$ cat src/rtl/mips_multicycle_controller.sv
// Multicycle MIPS controller: Moore main FSM plus combinational ALU decoder
// driving the shared-memory datapath, with bne option and illegal detection.
module mips_multicycle_controller #(
   parameter int OP_W    = 6,
   parameter int FUNCT_W = 6,
   parameter bit EN_BNE  = 1'b1
) (
   input  logic               clk,
   input  logic               rst,
   input  logic [OP_W-1:0]    op,
   input  logic [FUNCT_W-1:0] Funct,
   input  logic               Zero,
   output logic               IorD,
   output logic               MemWrite,
   output logic               IRWrite,
   output logic               RegDst,
   output logic               MemtoReg,
   output logic               RegWrite,
   output logic               ALUSrcA,
   output logic [1:0]         ALUSrcB,
   output logic [2:0]         ALU_ctrl,
   output logic [1:0]         PCSrc,
   output logic               PCEn,
   output logic               Illegal,
   output logic [3:0]         state_o
);

   typedef enum logic [3:0] {
      FETCH   = 4'd0,
      DECODE  = 4'd1,
      MEMADR  = 4'd2,
      MEMRD   = 4'd3,
      MEMWB   = 4'd4,
      MEMWR   = 4'd5,
      EXECUTE = 4'd6,
      ALUWB   = 4'd7,
      BRANCH  = 4'd8,
      ADDIEX  = 4'd9,
      ADDIWB  = 4'd10,
      JUMP    = 4'd11
   } state_t;

   localparam logic [OP_W-1:0] OP_RTYPE = OP_W'(6'b000000);
   localparam logic [OP_W-1:0] OP_LW    = OP_W'(6'b100011);
   localparam logic [OP_W-1:0] OP_SW    = OP_W'(6'b101011);
   localparam logic [OP_W-1:0] OP_BEQ   = OP_W'(6'b000100);
   localparam logic [OP_W-1:0] OP_BNE   = OP_W'(6'b000101);
   localparam logic [OP_W-1:0] OP_ADDI  = OP_W'(6'b001000);
   localparam logic [OP_W-1:0] OP_J     = OP_W'(6'b000010);

   state_t state_q, state_d;

   logic       isBne;
   logic       opIllegal;
   logic [2:0] functAlu;
   logic       functIllegal;
   logic       pcWrite, branch, branchNe;
   logic       memWriteS, irWriteS, regWriteS;

   assign isBne = EN_BNE && (op == OP_BNE);

   // Codes 12-15 never appear in normal operation; the default arm recovers them.
   always_comb begin
      state_d   = FETCH;
      opIllegal = 1'b0;
      case (state_q)
         FETCH:   state_d = DECODE;
         DECODE: begin
            if (op == OP_RTYPE)                      state_d = EXECUTE;
            else if (op == OP_LW || op == OP_SW)     state_d = MEMADR;
            else if (op == OP_BEQ || isBne)          state_d = BRANCH;
            else if (op == OP_ADDI)                  state_d = ADDIEX;
            else if (op == OP_J)                     state_d = JUMP;
            else begin
               state_d   = FETCH;
               opIllegal = 1'b1;
            end
         end
         MEMADR:  state_d = (op == OP_LW) ? MEMRD : MEMWR;
         MEMRD:   state_d = MEMWB;
         EXECUTE: state_d = ALUWB;
         ADDIEX:  state_d = ADDIWB;
         default: state_d = FETCH;
      endcase
   end

   always_ff @(posedge clk) begin
      if (rst) state_q <= FETCH;
      else     state_q <= state_d;
   end

   always_comb begin
      functAlu     = 3'b010;
      functIllegal = 1'b0;
      case (Funct)
         FUNCT_W'(6'b100000): functAlu = 3'b010;
         FUNCT_W'(6'b100010): functAlu = 3'b110;
         FUNCT_W'(6'b100100): functAlu = 3'b000;
         FUNCT_W'(6'b100101): functAlu = 3'b001;
         FUNCT_W'(6'b101010): functAlu = 3'b111;
         default:             functIllegal = 1'b1;
      endcase
   end

   always_comb begin
      IorD      = 1'b0;
      memWriteS = 1'b0;
      irWriteS  = 1'b0;
      RegDst    = 1'b0;
      MemtoReg  = 1'b0;
      regWriteS = 1'b0;
      ALUSrcA   = 1'b0;
      ALUSrcB   = 2'b00;
      ALU_ctrl  = 3'b010;
      PCSrc     = 2'b00;
      pcWrite   = 1'b0;
      branch    = 1'b0;
      branchNe  = 1'b0;
      case (state_q)
         FETCH: begin
            irWriteS = 1'b1;
            ALUSrcB  = 2'b01;
            pcWrite  = 1'b1;
         end
         DECODE:  ALUSrcB = 2'b11;
         MEMADR, ADDIEX: begin
            ALUSrcA = 1'b1;
            ALUSrcB = 2'b10;
         end
         MEMRD:   IorD = 1'b1;
         MEMWR: begin
            IorD      = 1'b1;
            memWriteS = 1'b1;
         end
         MEMWB: begin
            MemtoReg  = 1'b1;
            regWriteS = 1'b1;
         end
         EXECUTE: begin
            ALUSrcA  = 1'b1;
            ALU_ctrl = functAlu;
         end
         ALUWB: begin
            RegDst    = 1'b1;
            regWriteS = 1'b1;
         end
         ADDIWB:  regWriteS = 1'b1;
         BRANCH: begin
            ALUSrcA  = 1'b1;
            ALU_ctrl = 3'b110;
            PCSrc    = 2'b01;
            branch   = (op == OP_BEQ);
            branchNe = isBne;
         end
         JUMP: begin
            PCSrc   = 2'b10;
            pcWrite = 1'b1;
         end
         default: ;
      endcase
   end

   // Write enables are suppressed during reset so an aborted instruction has no side effects.
   assign MemWrite = memWriteS & ~rst;
   assign IRWrite  = irWriteS & ~rst;
   assign RegWrite = regWriteS & ~rst;
   assign PCEn     = (pcWrite | (branch & Zero) | (branchNe & ~Zero)) & ~rst;
   assign Illegal  = (((state_q == DECODE) & opIllegal) |
                      ((state_q == EXECUTE) & functIllegal)) & ~rst;
   assign state_o  = state_q;

endmodule

$ cat config.mk
export PLATFORM = sky130hd
export DESIGN_NAME = mips_multicycle_controller
export DESIGN_NICKNAME = d
export VERILOG_FILES = /design/src/rtl/mips_multicycle_controller.sv
export SDC_FILE = /design/constraint.sdc
export NUM_CORES = 1
export LEC_CHECK = 0
export CAP_MARGIN = 20
export CORE_MARGIN = 5
export CORE_UTILIZATION = 33
export CTS_CLUSTER_DIAMETER = 200
export DETAILED_ROUTE_END_ITERATION = 8
export GPL_TIMING_DRIVEN = 1
export PLACE_DENSITY_LB_ADDON = 0.05
export SKIP_CTS_REPAIR_TIMING = 1
export SLEW_MARGIN = 40
export SYNTH_ARGS = -nofsm -noshare
export SYNTH_HDL_FRONTEND = slang
export SYNTH_SLANG_ARGS = --single-unit
export TNS_END_PERCENT = 50
$ cat constraint.sdc
create_clock -name clk -period 1.3 [get_ports clk]
set_input_delay 0.13 -clock clk [delete_from_list [all_inputs] [get_ports clk]]
set_output_delay 0.13 -clock clk [all_outputs]
set_load 0.01 [all_outputs]
After elaboration in Yosys (flattened, before gate mapping)
Index checks and enable logic that the tools add are counted.
{"block": "op_classes", "muxes": 28, "n_eq_ne": 22, "reduce_logical": 10, "n_mul": 0, "order_cmp": 0, "div": 0, "addsub": 0, "n_shift": 0, "bitwise": 14}
{"operator": "equality test 6 bit, second input constant", "n": 7}
{"operator": "case mux 4 bit (6 select lines)", "n": 1}
{"operator": "2-to-1 mux 4 bit", "n": 5}
{"operator": "2-to-1 mux 1 bit", "n": 17}
{"operator": "equality test 4 x 3 -> 1 bit, second input constant", "n": 4}
{"operator": "equality test 4 bit, second input constant", "n": 4}
{"operator": "equality test 6 x 3 -> 1 bit, second input constant", "n": 2}
{"operator": "case mux 3 bit (4 select lines)", "n": 1}
{"operator": "AND 1 bit", "n": 9}
{"operator": "equality test 4 x 2 -> 1 bit, second input constant", "n": 2}
{"operator": "equality test 6 x 2 -> 1 bit, second input constant", "n": 1}
{"operator": "equality test 6 x 4 -> 1 bit, second input constant", "n": 1}
{"operator": "zero test 6 bit", "n": 1}
{"operator": "case mux 2 bit (3 select lines)", "n": 1}
{"operator": "case mux 3 bit (2 select lines)", "n": 1}
{"operator": "OR reduction 2 bit", "n": 3}
{"operator": "OR reduction 5 bit", "n": 1}
{"operator": "equality test 4 x 1 -> 1 bit, second input constant", "n": 1}
{"operator": "zero test 4 bit", "n": 1}
{"operator": "case mux 2 bit (2 select lines)", "n": 1}
{"operator": "OR reduction 4 bit", "n": 1}
{"operator": "2-to-1 mux 3 bit", "n": 1}
{"operator": "bitwise OR 1 bit", "n": 3}
{"operator": "OR reduction 3 bit", "n": 1}
{"operator": "other kinds (2)", "n": 4}
{"block": "totals", "n_memories": 0, "ff_bits": 4, "input_bits": 15, "elab_cells": 75, "ram_bits": 0, "output_inout_bits": 20, "latchBits": 0, "mem_bits_ro": 0}

Depth between registers and ports, before layout
Gate-level depths: netlist of run 1.
{"block": "depth", "ltp_word": 10, "ltp_mapped": 5, "depth_no_buf": 4}

Least setup slack after synthesis of run 1
OpenSTA, ideal clock, no wires.
{"block": "synth_path", "path_kind": "flip-flop to output port", "start": "reg state_q[2] (netlist: state_o[2])", "end": "out ALU_ctrl[2]", "arrival_ns": 1.476, "n_path_buf": 1, "t_required_ns": 1.170, "setup_slack_ns": -0.306, "path_stages_with_launch": 6, "path_cell_list": "dfxtp_1 buf_2 nand2b_2 or4b_4 nor4b_2 or2_1"}
{"block": "synth_via", "elab_chain_cells": 2}
{"item": "from (decl)", "line": "51", "rtl": "state_t state_q, state_d;"}
{"item": "from (signal assigned)", "line": "89", "rtl": "else state_q <= state_d;"}
{"item": "equality test 4 bit / equality test 4 x 3 -> 1 bit (equally long branches)", "line": "119", "rtl": "case (state_q)"}
{"item": "case mux 3 bit (2 select lines) (*)", "line": "119"}
{"item": "to (decl)", "line": "21", "rtl": "output logic [2:0] ALU_ctrl,"}
Every way passes the cells marked *; elsewhere a longest branch is shown, timed or not.

Worst setup path after layout of run 1
{"block": "layout_path", "start": "reg state_q[0] (netlist: state_o[0])", "end": "out ALU_ctrl[2]"}
Same word-level chain as after synthesis.

==> results.cfg, run 1 <==
[outcome]
status = finished, violations left
failed_checks = negative setup slack

[cts]
cts_inserted_buffers = 3
ctsLongestPathBuffers = 2
clk_pin_slew_ns = 0.04
cts-htree-levels = 1
cts_tree = done
numClockSinks = 4
cts-root-buf = clkbuf_4
clock_latency_ns = 0.24

[global_routing]
grt_overflow = 0
grt_max_degree = 17
grt_pass1_vias = 852
track_usage = 0.170
antenna_found_initial = 0
grt_pass1_wl_um = 3570

[yosys]
syn-num-nets = 102
synth_edf_count = 0
netlist_instances = 87
avgSynthCellArea_um2 = 6.73
async_reset_ff_frac = 0
ys_ff_latch = 4
ys_seq_area_frac = 0.137
synth_cell_type_count = 37
yosys_warnings = 0
syn_area_um2 = 586
synth_top_flop_cell = dfxtp_1

[cells_and_area]
antenna_cells = 0
layout-drive-gt1-share = 0.566
finalNetCount = 176
largest_register_ffs = 4
multi_input_area_um2 = 591
n_fill_cell = 95
seq_area_um2 = 90.1
finalNonFillerCells = 184
area_growth_pct = 146

[placement]
hpwl_um = 1740
globalplace.congestion = 0.839
dp_cells = 165
portBuffers = 34

[detailed_routing]
first_pass_iters = 4
drt_iter0_markers = 30
final_antenna_net_count = 0
wirelength_um = 3090
wl_per_cell_um = 16.8
viasPerCell = 5.38
remaining_drc_errors = 0
vias = 989

[pwr]
leakage_nw = 0.726
power.density_mw_per_mm2 = 386
worst_ir_drop_vdd_mv = 0.736

[die]
die_w_um = 52.1
rows = 15
core_area_mm2 = 0.00171
start_util = 0.343
fp.dieArea_mm2 = 0.00272
boundaryPins = 35
die_h_um = 52.1

[sta]
clock_skew_ns = 0.00849
period_needed_ns = 1.78
hold_viol = 0
hold_slack_ns = 0.415
rsz0062_at_grt = yes
fin_crit_sh = 1.37
setup_ws_ns = -0.483
setup_viol = 16
slew_headroom = 0.708
maxSlewViolCount = 0
tightestPinTransition_ns = 0.434
fmax_mhz = 561

[critical_path]
cp_data_arrival_time_ns = 1.65
r2r_start = state_o[2]
r2r_slack_ns = -0.17
crit_path_max_fanout = 2
crit_required_ns = 1.17
cp-end-kind = primary output
path_class = flop to primary output
r2r-end = state_o[2]
worstSetupStartpointType = flop
r2r_cells = 8

[worst_hold_path]
min_to = state_o[3]
holdPathStages = 5
hp-class = input pin to flop
hp-start = op[5]

[run]
drv_cap = 0
## routing by layer
metal | vias to the layer above | routed length, µm | global-route usage
met4 | 0 | 45 | 0
li1 | 471 | - | -
met2 | 37 | 1630 | 0.322
met1 | 477 | 1280 | 0.202
met5 | - | 0 | 0
met3 | 4 | 143 | 0.0372
## worst max-delay path, stage by stage (launching register included)
cell	delay [ns]
dfxtp_2	0.31
nand2b_4	0.14
or4b_4	0.53
nor4b_2	0.21
or2_1	0.12
buf_2	0.12
## worst max path at each step
stage                     from          end  slack (ns)  depth (start not counted)
floorplan           state_o[2]  ALU_ctrl[2]       -0.21                          5
detailed placement       op[0]      Illegal       -0.87                          7
global route        state_o[0]  ALU_ctrl[2]       -0.53                          5
finish              state_o[0]  ALU_ctrl[2]       -0.48                          5
global placement         op[1]      Illegal       -0.81                          6
CTS                 state_o[0]  ALU_ctrl[2]       -0.89                          5
## per-stage QoR
step / power [W] / worst slack [ns] / instance area (µm²) / setup TNS (ns) / util
floorplan: 0.000223 / -0.206 / 613 / -0.373 / -
global route: 0.000594 / -0.529 / 1440 / -4.90 / 0.845
finish: 0.000557 / -0.483 / 1440 / -3.80 / 0.845
CTS: 0.000523 / -0.893 / 1170 / -11.09 / 0.685
detailed placement: 0.000368 / -0.869 / 1150 / -8.33 / 0.672
global placement: 0.000364 / -0.813 / 1150 / -7.96 / 0.672
## logic make-up (layout without fill, tap and decap cells)
group | after synthesis | count (layout) | share of synthesized area
and+or+nand+nor | 46 | 46 | 0.474
muxes | 1 | 1 | 0.0192
buffers and inverters | 11 | 83 | 0.0769
AOI/OAI and AO/OA | 22 | 22 | 0.248
xor gates and xnor gates | 3 | 3 | 0.0449
DFF | 4 | 4 | 0.137
## layout by cell type (no fill, tap or decap), types with 3 or more instances in the layout
master and instances:
a21oi_1 4, a21oi_2 3, buf_2 13, buf_4 30, buf_6 9, clkbuf_4 3
clkdlybuf4s50_1 10, dlymetal6s2s_1 10, nand2b_4 4, nand3_1 3, nor2_1 8, nor2_2 3
nor3_1 3, nor4b_2 3, xor2_1 3
## cells in the mapped netlist, drive strengths merged, types with 3 or more instances
library cell | instances | area (µm²)
inv | 3 | 11.3
nand2b | 5 | 33.8
nor3 | 6 | 30.0
o31ai | 3 | 22.5
dfxtp | 4 | 80.1
nand3 | 3 | 15.0
clkbuf | 3 | 11.3
nor2 | 12 | 45.0
or3 | 3 | 18.8
xor2 | 3 | 26.3
a21oi | 7 | 35.0
buf | 5 | 22.5
nor4b | 4 | 41.3
## report_power, final
part           total (W)  internal, W  leakage [nW]  switching, W
clock network   0.000157     0.000103        0.0138     0.0000534
logic           0.000274     0.000148         0.678      0.000125
registers       0.000127     0.000124        0.0349    0.00000270
## final cells by class
class,count,area share
Clock buffer,3,0.0156
Inverter,3,0.00781
Multi-Input combinational cell,72,0.409
Sequential cell,4,0.0624
Tap cell,25,0.0217
Timing Repair Buffer,77,0.483
(Power assumes the default switching activity.)
==> run 2: changes to the inputs <==
--- a/config.mk
+++ b/config.mk
@@ -10,7 +10,9 @@
 export CORE_UTILIZATION = 33
 export CTS_CLUSTER_DIAMETER = 200
 export DETAILED_ROUTE_END_ITERATION = 8
+export GPL_ROUTABILITY_DRIVEN = 0
 export GPL_TIMING_DRIVEN = 1
+export MAX_ROUTING_LAYER = met4
 export PLACE_DENSITY_LB_ADDON = 0.05
 export SKIP_CTS_REPAIR_TIMING = 1
 export SLEW_MARGIN = 40
==> run 2 against run 1 <==
Net effect:
- the flow still finishes with violations (negative setup slack)
- sequential share of layout area unchanged
- largest power group unchanged
- via count decreased by 0.10%
- clock power about the same
- hold slack got worse by 0.0014 ns
- clock skew about the same
- sequential power about the same
- global-route usage increased by 0.43 points
- combinational power about the same
- sequential cell count unchanged
- clock-buffer cell count unchanged
==> results.cfg, run 2 (synthesized netlist as in run 1, its figures left out) <==
[outcome]
status = finished, violations left
failed_checks = negative setup slack

[pwr]
swShare = 0.325
internal-power_w = 0.000376
leakage_nw = 0.726
worst_ir_drop_vdd_mv = 0.736
power.density_mw_per_mm2 = 386
p_clk_frac = 0.282
power.switching_w = 0.000181
seqPwrFrac = 0.228
pwr-share-comb = 0.491

[sta]
fmax_mhz = 561
period_needed_ns = 1.78
hold_slack_ns = 0.414
fin_crit_sh = 1.37
setup_ws_ns = -0.484
hold_viol = 0
tightestPinTransition_ns = 0.437
setup_viol = 16
maxSlewViolCount = 0
rsz0062_at_grt = yes
clock_skew_ns = 0.00852
slew_headroom = 0.706

[critical_path]
r2r_start = state_o[2]
crit_path_max_fanout = 2
r2r-end = state_o[2]
r2r_cells = 8
r2r_slack_ns = -0.18
worstSetupStartpointType = flop
crit_chain = nand2b_4, or4b_4, nor4b_2, or2_1, buf_2
path_class = flop to primary output
cp_num_buf_inv = 1
cpMaxStageDelayCell = or4b_4
cp_data_arrival_time_ns = 1.65
worstSetupPathDepth = 5
max_stage_delay_ns = 0.53
critical_path.top_delay_family = simple AND/OR/NAND/NOR gates
crit_required_ns = 1.17
cp-end-kind = primary output

[detailed_routing]
final_antenna_net_count = 0
vias = 988
wirelength_um = 3100
drt_iter0_markers = 27
first_pass_iters = 4
remaining_drc_errors = 0
wl_per_cell_um = 16.8
viasPerCell = 5.37

[cells_and_area]
seq_area_um2 = 90.1
post-route-util = 0.845
n_fill_cell = 95
mostFrequentLayoutCells = buf_4, buf_2, clkdlybuf4s50_1, dlymetal6s2s_1, buf_6
finalNetCount = 176
layout-drive-gt1-share = 0.566
final_common_cell = buf_4
multi_input_area_um2 = 591
antenna_cells = 0
largest_register_ffs = 4
finalNonFillerCells = 184
area_growth_pct = 146

[global_routing]
grt_pass1_vias = 853
grt_overflow = 0
antenna_found_initial = 0
grt_pass1_wl_um = 3570
track_usage = 0.174
grt_max_degree = 17

[placement]
portBuffers = 34
pre_cts_slack_ns = -0.869
hpwl_um = 1740
dp_cells = 165

[cts]
clock_latency_ns = 0.24
cts_tree = done
numClockSinks = 4
cts_inserted_buffers = 3
cts-htree-levels = 1
ctsLongestPathBuffers = 2
clk_pin_slew_ns = 0.04
cts-root-buf = clkbuf_4

[die]
start_util = 0.343
rows = 15
core_area_mm2 = 0.00171
die_h_um = 52.1
die_w_um = 52.1
fp.dieArea_mm2 = 0.00272
boundaryPins = 35

[run]
drv_cap = 0

[worst_hold_path]
holdPathStages = 5
min_to = state_o[3]
hp-class = input pin to flop
hp-start = op[5]
[run 2: cell counts in the layout (fill, tap and decap cells not counted)]
No cell type changed its count.
[run 2: final cells by class]
cell class              instances  area share
repair buffers                 77       0.483
multi-input cells              72       0.409
flip-flops and latches          4      0.0624
well taps                      25      0.0217
clock buffers                   3      0.0156
inverters                       3     0.00781
[run 2: tightest hold or removal path: stages]
cell            delay [ns]
dlymetal6s2s_1        0.12
buf_4                 0.14
nor2_1                0.06
o31ai_2               0.07
a2111oi_1             0.08
[run 2: routing by layer]
| metal | vias to the layer above | track usage | routed length [µm] |
|---|---|---|---|
| li1 | 472 | - | - |
| met1 | 479 | 0.202 | 1270 |
| met2 | 33 | 0.322 | 1650 |
| met3 | 4 | 0.0372 | 133 |
| met4 | 0 | 0 | 45 |
| met5 | - | - | 0 |
[run 2: power groups by stage]
stage / clock, W / combinational, W / sequential (W)
2_1_floorplan: 0 / 0.0000881 / 0.000135
3_3_place_gp: 0 / 0.000232 / 0.000132
3_5_place_dp: 0 / 0.000236 / 0.000132
4_1_cts: 0.000155 / 0.000237 / 0.000130
5_1_grt: 0.000175 / 0.000292 / 0.000127
6_report: 0.000157 / 0.000274 / 0.000127
[run 2: worst max-delay path by stage]
stage / startpoint / to / slack (ns)
after floorplan: state_o[2] / ALU_ctrl[2] / -0.21
after global placement: op[1] / Illegal / -0.81
after detailed placement: op[0] / Illegal / -0.87
after CTS: state_o[0] / ALU_ctrl[2] / -0.89
after global routing: state_o[0] / ALU_ctrl[2] / -0.53
final: state_o[0] / ALU_ctrl[2] / -0.48
[run 2: stage by stage]
step	TNS, ns	power [W]	instance area, µm²
2_1_floorplan	-0.373	0.000223	613
3_3_place_gp	-7.96	0.000364	1150
3_5_place_dp	-8.33	0.000368	1150
4_1_cts	-11.09	0.000523	1170
5_1_grt	-4.90	0.000594	1440
6_report	-3.81	0.000557	1440
==> run 3: changes to the inputs <==
--- a/config.mk
+++ b/config.mk
@@ -6,6 +6,7 @@
 export NUM_CORES = 1
 export LEC_CHECK = 0
 export CAP_MARGIN = 20
+export CORE_ASPECT_RATIO = 1.2
 export CORE_MARGIN = 5
 export CORE_UTILIZATION = 33
 export CTS_CLUSTER_DIAMETER = 200
==> run 3 against run 2 <==
Net effect:
- the run still ends with negative setup slack left
- critical endpoint unchanged
- sequential cell count stayed put
- cell count shrank 5.4%
- register-to-register slack better by 0.06 ns
- highest routed layer unchanged
- final area fell by 3.4%
- worst setup slack lost 0.023 ns
- largest cell class unchanged
- die area grew 0.13%
- hold slack got worse by 0.031 ns
- largest power group unchanged
- global-route usage shrank 2.1 points
- critical path type unchanged
- via count grew 1.0%
- utilization is 0.58 points lower
==> results.cfg, run 3 (synthesized netlist as in run 1, its figures left out) <==
[outcome]
status = finished, violations left
failed_checks = negative setup slack

[sta]
clock_skew_ns = 0.00749
period_needed_ns = 1.81
slew_headroom = 0.695
hold_viol = 0
rsz0062_at_grt = yes
setup_viol = 19
setup_ws_ns = -0.507
fmax_mhz = 553
fin_crit_sh = 1.39
tightestPinTransition_ns = 0.456
maxSlewViolCount = 0

[cts]
cts-htree-levels = 1
clk_pin_slew_ns = 0.04
numClockSinks = 4
ctsLongestPathBuffers = 2
clock_latency_ns = 0.25
cts_inserted_buffers = 3
cts-root-buf = clkbuf_4
cts_tree = done

[cells_and_area]
finalNetCount = 173
design_area_mm2 = 0.00139
n_fill_cell = 103
area_growth_pct = 138
layout-drive-gt1-share = 0.564
post-route-util = 0.839
antenna_cells = 0
largest_register_ffs = 4
mostFrequentLayoutCells = buf_4, buf_2, clkdlybuf4s50_1, dlymetal6s2s_1, nor2_1
final_common_cell = buf_4

[placement]
dpl_cell_area_mm2 = 0.00115
portBuffers = 34
hpwl_um = 1630
pre_cts_slack_ns = -0.863

[die]
start_util = 0.352
die_h_um = 56.1
rows = 16
die_w_um = 48.5
core_area_mm2 = 0.00166
fp.dieArea_mm2 = 0.00272
boundaryPins = 35

[pwr]
leakage_nw = 0.692
worst_ir_drop_vdd_mv = 0.672
power.density_mw_per_mm2 = 417
total_power_w = 0.000581

[global_routing]
grt_overflow = 0
antenna_found_initial = 0
track_usage = 0.153
grt_pass1_wl_um = 3460
grt_max_degree = 17
grt_pass1_vias = 791

[critical_path]
cp-end-kind = primary output
worstSetupStartpointType = flop
path_class = flop to primary output
crit_path_max_fanout = 3
crit_required_ns = 1.17
cp_data_arrival_time_ns = 1.68

[detailed_routing]
remaining_drc_errors = 0
wl_per_cell_um = 17.4
drt_iter0_markers = 25
final_antenna_net_count = 0
vias = 998
viasPerCell = 5.74
wirelength_um = 3040
first_pass_iters = 4

[worst_hold_path]
hp-class = input pin to flop

[run]
drv_cap = 0
[run 3: area by class of cell]
cell class	count	area (µm²)	share of cell area
Sequential cell	4	90.1	0.0646
Clock buffer	3	22.5	0.0162
Timing Repair Buffer	74	661	0.474
Tap cell	18	22.5	0.0162
Inverter	3	11.3	0.00808
Multi-Input combinational cell	72	587	0.421
[run 3: worst max-delay path: stages, from the launching register on]
cell and delay, ns:
dfxtp_2 0.31, nand2b_4 0.14, or4b_4 0.53, nor4b_2 0.21, or2_1 0.12, buf_2 0.12
[run 3: final timing paths]
path              startpoint           to  slack, ns  cells past startpoint
hold reg to reg   state_o[0]   state_o[0]       0.77                      4
setup / recovery  state_o[0]  ALU_ctrl[2]      -0.51                      5
hold / removal         op[4]   state_o[0]       0.38                      4
setup reg to reg  state_o[2]   state_o[1]      -0.12                      6
[run 3: layer usage]
layer	global-route usage	wire length, µm	part of all wire	vias to the layer above
li1	-	-	-	468
met1	0.188	1190	0.39	464
met2	0.250	1550	0.51	54
met3	0.0456	214	0.070	12
met4	0.0231	89	0.029	0
met5	-	0	0	-
[run 3: stage by stage]
step	instances	TNS (ns)	hold WS (ns)
2_1_floorplan	87	-0.373	0.322
3_3_place_gp	160	-7.70	0.674
6_report	174	-3.40	0.383
3_5_place_dp	160	-7.94	0.678
5_1_grt	174	-4.15	0.441
4_1_cts	163	-10.86	0.685
[run 3: report_power, final]
part           switching (W)  internal, W
logic               0.000126     0.000154
registers         0.00000281     0.000124
clock network      0.0000702     0.000105
total               0.000199     0.000382
